===== config.mk =====
export PLATFORM = sky130hd
export DESIGN_NAME = sample_framer
export DESIGN_NICKNAME = d
export VERILOG_FILES = /design/src/rtl/sample_framer_pkg.sv /design/src/rtl/sample_fifo.sv /design/src/rtl/sample_framer.sv
export SDC_FILE = /design/constraint.sdc
export NUM_CORES = 1
export LEC_CHECK = 0
export CORE_UTILIZATION = 56
export DETAILED_ROUTE_END_ITERATION = 6
export PLACE_DENSITY = 0.76
export SLEW_MARGIN = 20
export SYNTH_ARGS = -nofsm -noshare
export SYNTH_HDL_FRONTEND = slang
export SYNTH_HIERARCHICAL = 1
export SYNTH_SLANG_ARGS = --single-unit

===== constraint.sdc =====
create_clock -name clk -period 2.65 [get_ports clk]
set_input_delay 0.53 -clock clk [delete_from_list [all_inputs] [get_ports clk]]
set_output_delay 0.53 -clock clk [all_outputs]
set_load 0.01 [all_outputs]

===== src/rtl/sample_framer_pkg.sv =====
// Shared definitions for the sample framer.
//   state_t   : framer FSM states, in transmit order
//   SYNC_BYTE : frame header byte; it is not covered by the checksum
//   SAMPLE_W  : width of one filtered sample
package sample_framer_pkg;

  typedef enum logic [2:0] {
    IDLE,
    HDR,
    SEQ,
    DATA_HI,
    DATA_LO,
    CSUM
  } state_t;

  localparam logic [7:0] SYNC_BYTE = 8'hA5;
  localparam int         SAMPLE_W  = 16;

endpackage


===== src/rtl/sample_fifo.sv =====
// Circular sample buffer.
//   clk, reset : clock, asynchronous active-high reset (clears pointers and count)
//   push       : write push_data this cycle (ignored when full)
//   push_data  : word to write
//   pop        : retire the head entry this cycle (ignored when empty)
//   head       : oldest stored word
//   head_next  : word behind the head, so a caller can present it at the pop edge
//   count      : number of stored words, 0..DEPTH
module sample_fifo #(
  parameter  int DATA_W = 16,
  parameter  int DEPTH  = 8,
  localparam int AW     = (DEPTH > 1) ? $clog2(DEPTH) : 1,
  localparam int CW     = $clog2(DEPTH) + 1
) (
  input  logic              clk,
  input  logic              reset,
  input  logic              push,
  input  logic [DATA_W-1:0] push_data,
  input  logic              pop,
  output logic [DATA_W-1:0] head,
  output logic [DATA_W-1:0] head_next,
  output logic [CW-1:0]     count
);

  logic [DATA_W-1:0] mem [DEPTH];
  logic [AW-1:0]     wr_ptr;
  logic [AW-1:0]     rd_ptr;
  logic              do_push;
  logic              do_pop;

  function automatic logic [AW-1:0] wrap_inc(input logic [AW-1:0] p);
    return (p == AW'(DEPTH - 1)) ? '0 : p + 1'b1;
  endfunction

  assign do_push   = push && (count != CW'(DEPTH));
  assign do_pop    = pop && (count != '0);
  assign head      = mem[rd_ptr];
  assign head_next = mem[wrap_inc(rd_ptr)];

  // Storage carries data only, so it is left out of reset.
  always_ff @(posedge clk) begin
    if (do_push) begin
      mem[wr_ptr] <= push_data;
    end
  end

  always_ff @(posedge clk or posedge reset) begin
    if (reset) begin
      wr_ptr <= '0;
      rd_ptr <= '0;
      count  <= '0;
    end else begin
      if (do_push) begin
        wr_ptr <= wrap_inc(wr_ptr);
      end
      if (do_pop) begin
        rd_ptr <= wrap_inc(rd_ptr);
      end
      count <= count + CW'(do_push) - CW'(do_pop);
    end
  end

endmodule


===== src/rtl/sample_framer.sv =====
// Packs buffered 16-bit samples into byte frames:
//   A5, SEQ, {hi, lo} x FRAME_LEN, CSUM  (CSUM = XOR of SEQ and all sample bytes)
//   clk, reset  : clock, asynchronous active-high reset
//   in_valid    : in_data holds a new sample (no backpressure; dropped when full)
//   in_data     : signed 16-bit sample
//   tx_data     : registered frame byte
//   tx_valid    : registered, high in every state except IDLE
//   tx_ready    : byte sink accepts tx_data this cycle
//   frame_done  : high during the cycle the checksum byte is accepted
//   overflow    : sticky, set when a sample is dropped; cleared only by reset
module sample_framer
  import sample_framer_pkg::*;
#(
  parameter int FRAME_LEN  = 4,
  parameter int FIFO_DEPTH = 8
) (
  input  logic               clk,
  input  logic               reset,
  input  logic               in_valid,
  input  logic signed [15:0] in_data,
  output logic [7:0]         tx_data,
  output logic               tx_valid,
  input  logic               tx_ready,
  output logic               frame_done,
  output logic               overflow
);

  localparam int            CW        = $clog2(FIFO_DEPTH) + 1;
  localparam logic [CW-1:0] FULL_CNT  = CW'(FIFO_DEPTH);
  localparam logic [CW-1:0] FRAME_CNT = CW'(FRAME_LEN);
  localparam logic [4:0]    LAST_IDX  = 5'(FRAME_LEN - 1);

  state_t              state;
  logic [CW-1:0]       fifo_count;
  logic [SAMPLE_W-1:0] head;
  logic [SAMPLE_W-1:0] head_next;
  logic [7:0]          seq_num;
  logic [7:0]          csum;
  logic [7:0]          csum_acc;
  logic [4:0]          sample_idx;
  logic                push;
  logic                pop;
  logic                hs;

  assign hs         = tx_valid & tx_ready;
  assign push       = in_valid & (fifo_count != FULL_CNT);
  assign pop        = hs & (state == DATA_LO);
  assign csum_acc   = csum ^ tx_data;
  assign frame_done = hs & (state == CSUM);

  sample_fifo #(
    .DATA_W (SAMPLE_W),
    .DEPTH  (FIFO_DEPTH)
  ) u_fifo (
    .clk       (clk),
    .reset     (reset),
    .push      (push),
    .push_data ($unsigned(in_data)),
    .pop       (pop),
    .head      (head),
    .head_next (head_next),
    .count     (fifo_count)
  );

  // A full buffer drops the sample even when a pop frees a slot this cycle.
  always_ff @(posedge clk or posedge reset) begin
    if (reset) begin
      overflow <= 1'b0;
    end else if (in_valid && (fifo_count == FULL_CNT)) begin
      overflow <= 1'b1;
    end
  end

  // Each state presents its byte; on the handshake the next state's byte is
  // loaded so tx_data/tx_valid stay registered and stable under stall.
  always_ff @(posedge clk or posedge reset) begin
    if (reset) begin
      state      <= IDLE;
      tx_valid   <= 1'b0;
      tx_data    <= '0;
      seq_num    <= '0;
      csum       <= '0;
      sample_idx <= '0;
    end else begin
      case (state)
        IDLE: begin
          if (fifo_count >= FRAME_CNT) begin
            state    <= HDR;
            tx_valid <= 1'b1;
            tx_data  <= SYNC_BYTE;
          end
        end
        HDR: begin
          if (hs) begin
            state   <= SEQ;
            tx_data <= seq_num;
          end
        end
        SEQ: begin
          if (hs) begin
            state      <= DATA_HI;
            tx_data    <= head[15:8];
            csum       <= seq_num;
            sample_idx <= '0;
          end
        end
        DATA_HI: begin
          if (hs) begin
            state   <= DATA_LO;
            tx_data <= head[7:0];
            csum    <= csum_acc;
          end
        end
        DATA_LO: begin
          // The head is popped on this edge, so the next sample is read
          // from the entry behind it.
          if (hs) begin
            csum <= csum_acc;
            if (sample_idx == LAST_IDX) begin
              state   <= CSUM;
              tx_data <= csum_acc;
            end else begin
              state      <= DATA_HI;
              tx_data    <= head_next[15:8];
              sample_idx <= sample_idx + 1'b1;
            end
          end
        end
        CSUM: begin
          if (hs) begin
            seq_num <= seq_num + 1'b1;
            if (fifo_count >= FRAME_CNT) begin
              state   <= HDR;
              tx_data <= SYNC_BYTE;
            end else begin
              state    <= IDLE;
              tx_valid <= 1'b0;
              tx_data  <= '0;
            end
          end
        end
        default: begin
          state    <= IDLE;
          tx_valid <= 1'b0;
          tx_data  <= '0;
        end
      endcase
    end
  end

endmodule


* Yosys cells after proc, flatten, opt, wreduce, memory -nomap -nowiden
Memory sizes are Yosys's and may differ from the RTL's.
Index checks and enable logic that the tools add are counted.
** Word-level totals
- Input bits :: 20
- Bits in registers :: 44
- Bits in writable memories :: 128
- Memories kept :: 1
- Logic and storage cells :: 89
** Cells by class
- Add/subtract/negate cells :: 6
- Muxes and demuxes :: 32
- Reductions and logical operators :: 14
- Order comparisons :: 1
- Equality and inequality tests :: 19
- Bitwise logic cells :: 6
** Memory list
- u_fifo.mem :: depth 8, bits a word 16, rd ports 2, clocked after Yosys merged registers in 0, write ports 1, line sample_fifo.sv:25 : logic [DATA_W-1:0] mem [DEPTH];
** Operator list (count)
- $mux 8 :: 9
- $pmux 8 s6 :: 1
- $mux 3 :: 9
- $pmux 3 s6 :: 1
- $ne 2x2->1 const B :: 8
- $pmux 8 s2 :: 1
- $mux 5 :: 3
- $eq 3x3->1 const B :: 4
- $pmux 5 s2 :: 1
- $add 8x1->8 const B :: 1
- $reduce_and 4->1 :: 2
- $xor 8x8->8 :: 1
- $add 3x1->3 const B :: 2
- $eq 3x2->1 const B :: 2
- $mux 1 :: 6
- $reduce_and 6->1 :: 1
- $add 5x1->5 const B :: 1
- $eq 5x2->1 const B :: 1
- $add 4x1->4 :: 1
- $and 1x1->1 :: 4
- $eq 4x4->1 const B :: 1
- $ge 4x3->1 const B :: 1
- $ne 4x4->1 const B :: 1
- $reduce_bool 2->1 :: 2
- other kinds (12) :: 14

* Depth between registers and ports, before layout
Gate-level depths: netlist (run 1).
An unclocked memory read counts as a cell.
- Depth in word-level cells :: 6
- Gate-level depth with buffers :: 12

* Cells and area by module
The synthesis (run 1) kept the hierarchy.
** By module, submodules not included
- sample_fifo :: seq. area each 4093.9 um^2, area each 6735.2 um^2, cells each 419, instances 1
- sample_framer :: seq. area each 850.8 um^2, area each 2205.9 um^2, cells each 229, instances 1

* Worst setup path after synthesis (run 1)
No wires, ideal clock.
- Kind :: register to register
- Start :: register u_fifo.count[3]
- End :: memory u_fifo.mem[0][0] (enable)
- Arrival :: 2.460 ns
- Path buffers :: 0
- Required time :: 2.220 ns
- Cell stages (with the launch flop) :: 5
- Path slack :: -0.240 ns
- Path through :: dfrtp_1 > nor4b_1 > nor2b_1 > o31ai_2 > nor4_1
** Between the ends
- Cells in the longest elaborated chain, start to end :: 5
** RTL lines
- from (decl) :: line sample_fifo.sv:22 : output logic [CW-1:0] count
- from (signal assigned) :: line sample_fifo.sv:59 : count <= count + CW'(do_push) - CW'(do_pop);
- $ne 4x4->1 :: line sample_framer.sv:46 : assign push = in_valid & (fifo_count != FULL_CNT);
- $and 1x1->1 :: line sample_framer.sv:46
- net push :: line sample_framer.sv:41 : logic push;
- $logic_and 1x1->1 :: line sample_fifo.sv:35 : assign do_push = push && (count != CW'(DEPTH));
- $mux 1 :: line sample_fifo.sv:42 : if (do_push) begin
- $mux 1 (not written as such) :: line sample_fifo.sv:43 : mem[wr_ptr] <= push_data;
- to (decl) :: line sample_fifo.sv:25
The timed path passes the listed nets, and every way through them passes these cells.

* Final worst setup path (run 1)
- Start :: input tx_ready
- End :: output frame_done
** Between the ends
- Cells in the longest elaborated chain, start to end :: 2
** RTL lines
- from (decl) :: line sample_framer.sv:23 : input logic tx_ready,
- $and 1x1->1 :: line sample_framer.sv:45 : assign hs = tx_valid & tx_ready;
- $and 1x1->1 :: line sample_framer.sv:49 : assign frame_done = hs & (state == CSUM);
- to (decl) :: line sample_framer.sv:24 : output logic frame_done,
Every way passes these cells.

==> results of run 1 <==
## flip-flops by register name (all words and copies together) (netlist names)
| signal | flops |
|---|---|
| csum | 8 |
| overflow | 1 |
| sample_idx | 5 |
| seq_num | 8 |
| state | 3 |
| tx_data | 8 |
| tx_valid | 1 |
| u_fifo/count | 4 |
| u_fifo/mem | 128 |
| u_fifo/rd_ptr | 3 |
| u_fifo/wr_ptr | 3 |
## critical path, stage by stage
cell and delay, ns:
clkdlybuf4s50_1 0.56, nand3_1 0.16, nor2_1 0.15, clkdlybuf4s50_1 0.55
## per-layer routing
| layer | up-vias | track usage (%) |
|---|---|---|
| met5 | - | 0 |
| met4 | 0 | 11.91 |
| met3 | 35 | 4.811 |
| met2 | 176 | 41.18 |
| met1 | 2642 | 31.64 |
| li1 | 2354 | - |
## worst min-delay path by stage
| stage | to | slack [ns] |
|---|---|---|
| after floorplan | u_fifo/count[0]$_DFF_PP0_ | 0.37 |
| after global placement | overflow$_DFFE_PP0P_ | 0.44 |
| after detailed placement | overflow$_DFFE_PP0P_ | 0.46 |
| after CTS | overflow$_DFFE_PP0P_ | 0.26 |
| after global routing | overflow$_DFFE_PP0P_ | 0.27 |
| final | overflow$_DFFE_PP0P_ | 0.27 |
## layout by cell type, fill, tap and decap left out, types with 14 or more instances in the layout
cell type,instances
edfxtp_1,128
dfrtp_1,43
o21a_1,32
a211oi_1,32
clkdlybuf4s50_1,30
mux2_2,27
buf_4,25
mux4_1,24
inv_1,20
o21ai_0,20
nor2_1,19
clkbuf_16,17
mux2i_1,16
nand2_1,14
## area by class of cell
class                   instances  area [um2]  share of cell area [%]
well taps                     184       230.2                   2.385
repair buffers                 65       679.4                   7.037
clock buffers                  20       436.7                   4.523
flip-flops and latches        172        4946                   51.23
multi-input cells             334        3172                   32.85
clock inverters                12       115.1                   1.192
inverters                      20       75.07                  0.7776
## power groups by stage
| stage | registers [mW] | logic, mW | clock network [mW] |
|---|---|---|---|
| 6_report | 3.90 | 4.36 | 2.35 |
| 5_1_grt | 3.97 | 4.70 | 2.48 |
| 2_1_floorplan | 3.83 | 3.02 | 0 |
| 3_5_place_dp | 3.93 | 4.31 | 0 |
| 3_3_place_gp | 3.89 | 4.14 | 0 |
| 4_1_cts | 3.89 | 4.34 | 2.39 |
## timing repair
action / 4_1_cts / 5_1_grt
endpoints found under the setup margin: 0 / 5
buffers inserted: 0 / 0
resized for setup: 0 / 3
## stage by stage
| stage | instances | worst slack, ns | util, % | power (mW) |
|---|---|---|---|---|
| 2_1_floorplan | 576 | 0.1002 | - | 6.849 |
| 3_3_place_gp | 775 | 0.1652 | 62.31 | 8.032 |
| 3_5_place_dp | 775 | 0.09796 | 62.31 | 8.238 |
| 4_1_cts | 807 | 0.008204 | 66.09 | 10.61 |
| 5_1_grt | 807 | 0.02559 | 66.18 | 11.14 |
| 6_report | 807 | 0.1726 | 66.18 | 10.61 |
==> run_results.csv, run 1 <==
group,metric,value,unit
routing,vias,5207,
placed_design,dp_hpwl,11460,um
die,num_io_pins,31,
worst_setup_path,worst_ep_arrival_time,1.95,ns
routing,wl_met1,7560,um
worst_setup_path,timing.rr.start,"u_fifo/rd_ptr[1]$_DFFE_PP0P_",
placed_design,dpl_cell_area,9090,um2
timing,setup_tns,0,ns
routing,drtIter0Drc,437,
timing,finalSetupViolCount,0,
placed_design,port_buffers,30,
power_and_ir_drop,clockPowerShare,22.1,%
die,die_w,124.6,um
cells_and_area,fillCellCount,1036,
routing,vias_per_cell,6.452,
hold_path,hold_path_class,"in2async",
clock_network,hold_buffers,0,
worst_setup_path,setup.worst_path.start_class,"primary input",
routing,routed_wl,18160,um
clock_network,clkTransAtPathRegs,0.06,ns
die,die_h,124.6,um
synth,syn_nets,609,
power_and_ir_drop,p_int,6.837,mW
synth,yosys_warnings,6,
timing,worst_pin_slew,1.003,ns
worst_setup_path,path_max_fanout,5,
clock_network,cts_made_buffers,17,
synth,synth.avg_cell_area,14.60,um2
timing,fin_worst_skew,0.01119,ns
worst_setup_path,endpoint,"frame_done",
timing,rsz0062_at_grt,"no",
worst_setup_path,reg2reg_depth,7,
job,drv_cap,0,
cells_and_area,final_area,9654,um2
timing,period_share,93.49,%
grt,antenna_found_initial,0,
clock_network,clk_latency,0.44,ns
synth,syn_area,8411,um2
die,start_util,57.65,%
worst_setup_path,setup.worst_path.class,"in2out",
grt,grt_max_degree,67,
clock_network,clock-sinks,172,
routing,wl_met3,922,um
timing,max_freq,0.4036,GHz
cells_and_area,areaGrowthSynthToFinish,14.79,%
timing,relSlewSlack,32.31,%
routing,drc,0,
timing,whs,0.2723,ns
power_and_ir_drop,combPwrFrac,41.1,%
clock_network,cts-root-buf,"clkbuf_16",
worst_setup_path,r2r_end,"tx_data[6]$_DFFE_PP0P_",
cells_and_area,fin_nets,643,
routing,first_pass_iters,5,
routing,maxUsedRoutingLayer,"met4",
grt,grt-ovfl-total,0,
grt,grt_usage,24.89,%
die,die-area,15510,um2
placed_design,place.gp.congestion,0.7999,
routing,drtAntennaViolNets,0,
worst_setup_path,crit_path_start,"tx_ready",
worst_setup_path,worstSetupEndpointType,"output port",
run_status,outcome,"finished, final reports clean",
routing,wl_met2,9205,um
clock_network,htreeDepth,4,
grt,grt_pass1_vias,5303,
routing,wl_per_cell,22.51,um
cells_and_area,final_layout_size_suffix_gt1_share,18.30,%
power_and_ir_drop,p_sw_share,35.54,%
worst_setup_path,r2r_setup_slack,0.19,ns
timing,slew_violations,0,
grt,grt_pass1_wl,28990,um
power_and_ir_drop,p_seq_share,36.8,%
die,core-area,14590,um2
clock_network,clock_path_buffers,2,
cells_and_area,diodes,0,
timing,hold_viol_final,0,
synth,syn_inst,576,
timing,min_period,2.477,ns
clock_network,tritoncts,"built",
power_and_ir_drop,ir_drop,0.7366,mV
power_and_ir_drop,leakagePower,3.496,nW
power_and_ir_drop,p_switching,3.770,mW
worst_setup_path,worstPathRequired,2.12,ns
power_and_ir_drop,power.density,1099,nW/um2
die,rows,44,
No activity file was read; power rests on OpenSTA's default activity.
==> run 2: changes to the inputs <==
HOLD_SLACK_MARGIN = 0.06   (was not set)
==> results of run 2 <==
No change in the layout: final DEF, timing and power equal those of run 1.
==> run 3: changes to the inputs <==
MAX_ROUTING_LAYER = met4   (was not set)
==> run 3 against run 2 <==
  * Global-route usage up 0.77 points
  * Critical path depth unchanged
  * Sequential share of layout area unchanged
  * Count of clock-buffer cells in the layout unchanged
  * Critical endpoint unchanged
  * Power about the same
  * Utilization unchanged
  * Die area unchanged
  * Clock power about the same
  * Maximum frequency down 0.39%
  * Worst hold slack better by 0.00051 ns
==> run_results.csv, run 3 (synthesis results as in run 1) <==
group,metric,value,unit
run_status,outcome,"finished, final reports clean",
routing,wl_per_cell,22.48,um
clock_network,tritoncts,"built",
job,drv_cap,0,
power_and_ir_drop,p_switching,3.770,mW
placed_design,dp_hpwl,11460,um
routing,drtIter0Drc,434,
power_and_ir_drop,ir_drop,0.7325,mV
worst_setup_path,setup.worst_path.start_class,"primary input",
clock_network,clk_latency,0.43,ns
routing,drc,0,
timing,finalSetupViolCount,0,
timing,period_share,93.86,%
grt,grt_pass1_vias,5281,
timing,slew_violations,0,
placed_design,port_buffers,30,
cells_and_area,top_register,"u_fifo/mem",
routing,vias_per_cell,6.473,
grt,grt_pass1_wl,28970,um
worst_setup_path,worstSetupEndpointType,"output port",
worst_setup_path,path_max_fanout,5,
worst_setup_path,setup.worst_path.class,"in2out",
grt,grt_use_met1,31.55,%
routing,vias,5224,
die,core-area,14590,um2
die,start_util,57.65,%
worst_setup_path,worstPathRequired,2.12,ns
clock_network,cts-root-buf,"clkbuf_16",
clock_network,clock-sinks,172,
timing,setup_tns,0,ns
cells_and_area,final_common_cell,"edfxtp_1",
power_and_ir_drop,p_sw_share,35.54,%
grt,antenna_found_initial,0,
cells_and_area,instances_no_fill,807,
grt,grt-ovfl-total,0,
clock_network,cts_made_buffers,17,
placed_design,place.gp.congestion,0.8114,
timing,max_freq,0.4021,GHz
timing,hold_viol_final,0,
die,die_w,124.6,um
power_and_ir_drop,clockPowerShare,22.1,%
worst_setup_path,r2r_setup_slack,0.18,ns
power_and_ir_drop,p_seq_share,36.8,%
timing,whs,0.2728,ns
clock_network,htreeDepth,4,
routing,first_pass_iters,5,
die,rows,44,
worst_setup_path,r2r_end,"tx_data[6]$_DFFE_PP0P_",
cells_and_area,largest_reg_flops,128,
clock_network,clkTransAtPathRegs,0.06,ns
cells_and_area,fin_nets,643,
power_and_ir_drop,power.density,1099,nW/um2
cells_and_area,final_layout_size_suffix_gt1_share,18.30,%
placed_design,dpl_cell_area,9090,um2
timing,min_period,2.487,ns
cells_and_area,ff_latch_area,4946,um2
worst_setup_path,worst_ep_arrival_time,1.96,ns
cells_and_area,multiInputGateArea,3172,um2
placed_design,dp.cells,775,
grt,grt_max_degree,67,
cells_and_area,final_area,9654,um2
timing,fin_worst_skew,0.006663,ns
hold_path,hold_path_class,"in2async",
worst_setup_path,reg2reg_depth,7,
die,die-area,15510,um2
timing,worst_pin_slew,1.003,ns
cells_and_area,fillCellCount,1036,
grt,grt_util_met3,4.940,%
timing,relSlewSlack,32.26,%
routing,drtAntennaViolNets,0,
cells_and_area,areaGrowthSynthToFinish,14.79,%
power_and_ir_drop,p_int,6.838,mW
grt,grt_usage,25.66,%
cells_and_area,layout_common_cells,"edfxtp_1 (128), dfrtp_1 (43), o21a_1 (32), a211oi_1 (32), clkdlybuf4s50_1 (30)",
grt,top_usage_layer,"met2",
power_and_ir_drop,leakagePower,3.496,nW
power_and_ir_drop,combPwrFrac,41.2,%
worst_setup_path,timing.rr.start,"u_fifo/rd_ptr[1]$_DFFE_PP0P_",
die,num_io_pins,31,
die,die_h,124.6,um
clock_network,clock_path_buffers,2,
timing,rsz0062_at_grt,"no",
routing,routed_wl,18140,um
grt,met2_usage,41.27,%
cells_and_area,diodes,0,
## run 3: routing by layer
layer,share of wire [%],up-vias
met5,0,-
met4,2.7,0
met3,4.9,38
met2,51,171
met1,42,2661
li1,-,2354
## run 3: worst max path at each step
stage | start | end | slack, ns | cells after the start
after global placement | tx_ready | u_fifo/count[2]$_DFF_PP0_ | 0.17 | 10
final | tx_ready | frame_done | 0.16 | 4
after CTS | u_fifo/rd_ptr[0]$_DFFE_PP0P_ | tx_data[6]$_DFFE_PP0P_ | 0.008 | 9
after floorplan | u_fifo/count[3]$_DFF_PP0_ | u_fifo/mem[1][0]$_DFFE_PP_ | 0.10 | 4
after global routing | u_fifo/rd_ptr[0]$_DFFE_PP0P_ | tx_data[6]$_DFFE_PP0P_ | 0.03 | 10
after detailed placement | tx_ready | u_fifo/count[3]$_DFF_PP0_ | 0.1 | 11
## run 3: power by group through the flow
stage	registers, mW	logic [mW]	clock network, mW
final	3.90	4.37	2.34
after global routing	3.97	4.70	2.47
after CTS	3.89	4.34	2.39
after detailed placement	3.93	4.31	0
after global placement	3.89	4.14	0
after floorplan	3.83	3.02	0
## run 3: stage by stage
stage | total power [mW] | setup WS [ns] | util, %
6_report | 10.61 | 0.1628 | 66.18
5_1_grt | 11.14 | 0.02552 | 66.18
4_1_cts | 10.61 | 0.008204 | 66.09
3_5_place_dp | 8.238 | 0.09796 | 62.31
3_3_place_gp | 8.032 | 0.1652 | 62.31
2_1_floorplan | 6.849 | 0.1002 | -
## run 3: cell type report
class,count,share of cell area (%)
Tap cell,184,2.385
Multi-Input combinational cell,334,32.85
Clock buffer,20,4.523
Clock inverter,12,1.192
Inverter,20,0.7776
Timing Repair Buffer,65,7.037
Sequential cell,172,51.23
## run 3: timing repair
action                                  in CTS  in global routing
gates resized for setup                      0                  3
hold buffers                                 0                  0
endpoints found under the setup margin       0                  5
setup buffers                                0                  0
## run 3: critical path, cell delays in order
cell	delay [ns]
clkdlybuf4s50_1	0.56
nand3_1	0.16
nor2_1	0.15
clkdlybuf4s50_1	0.55
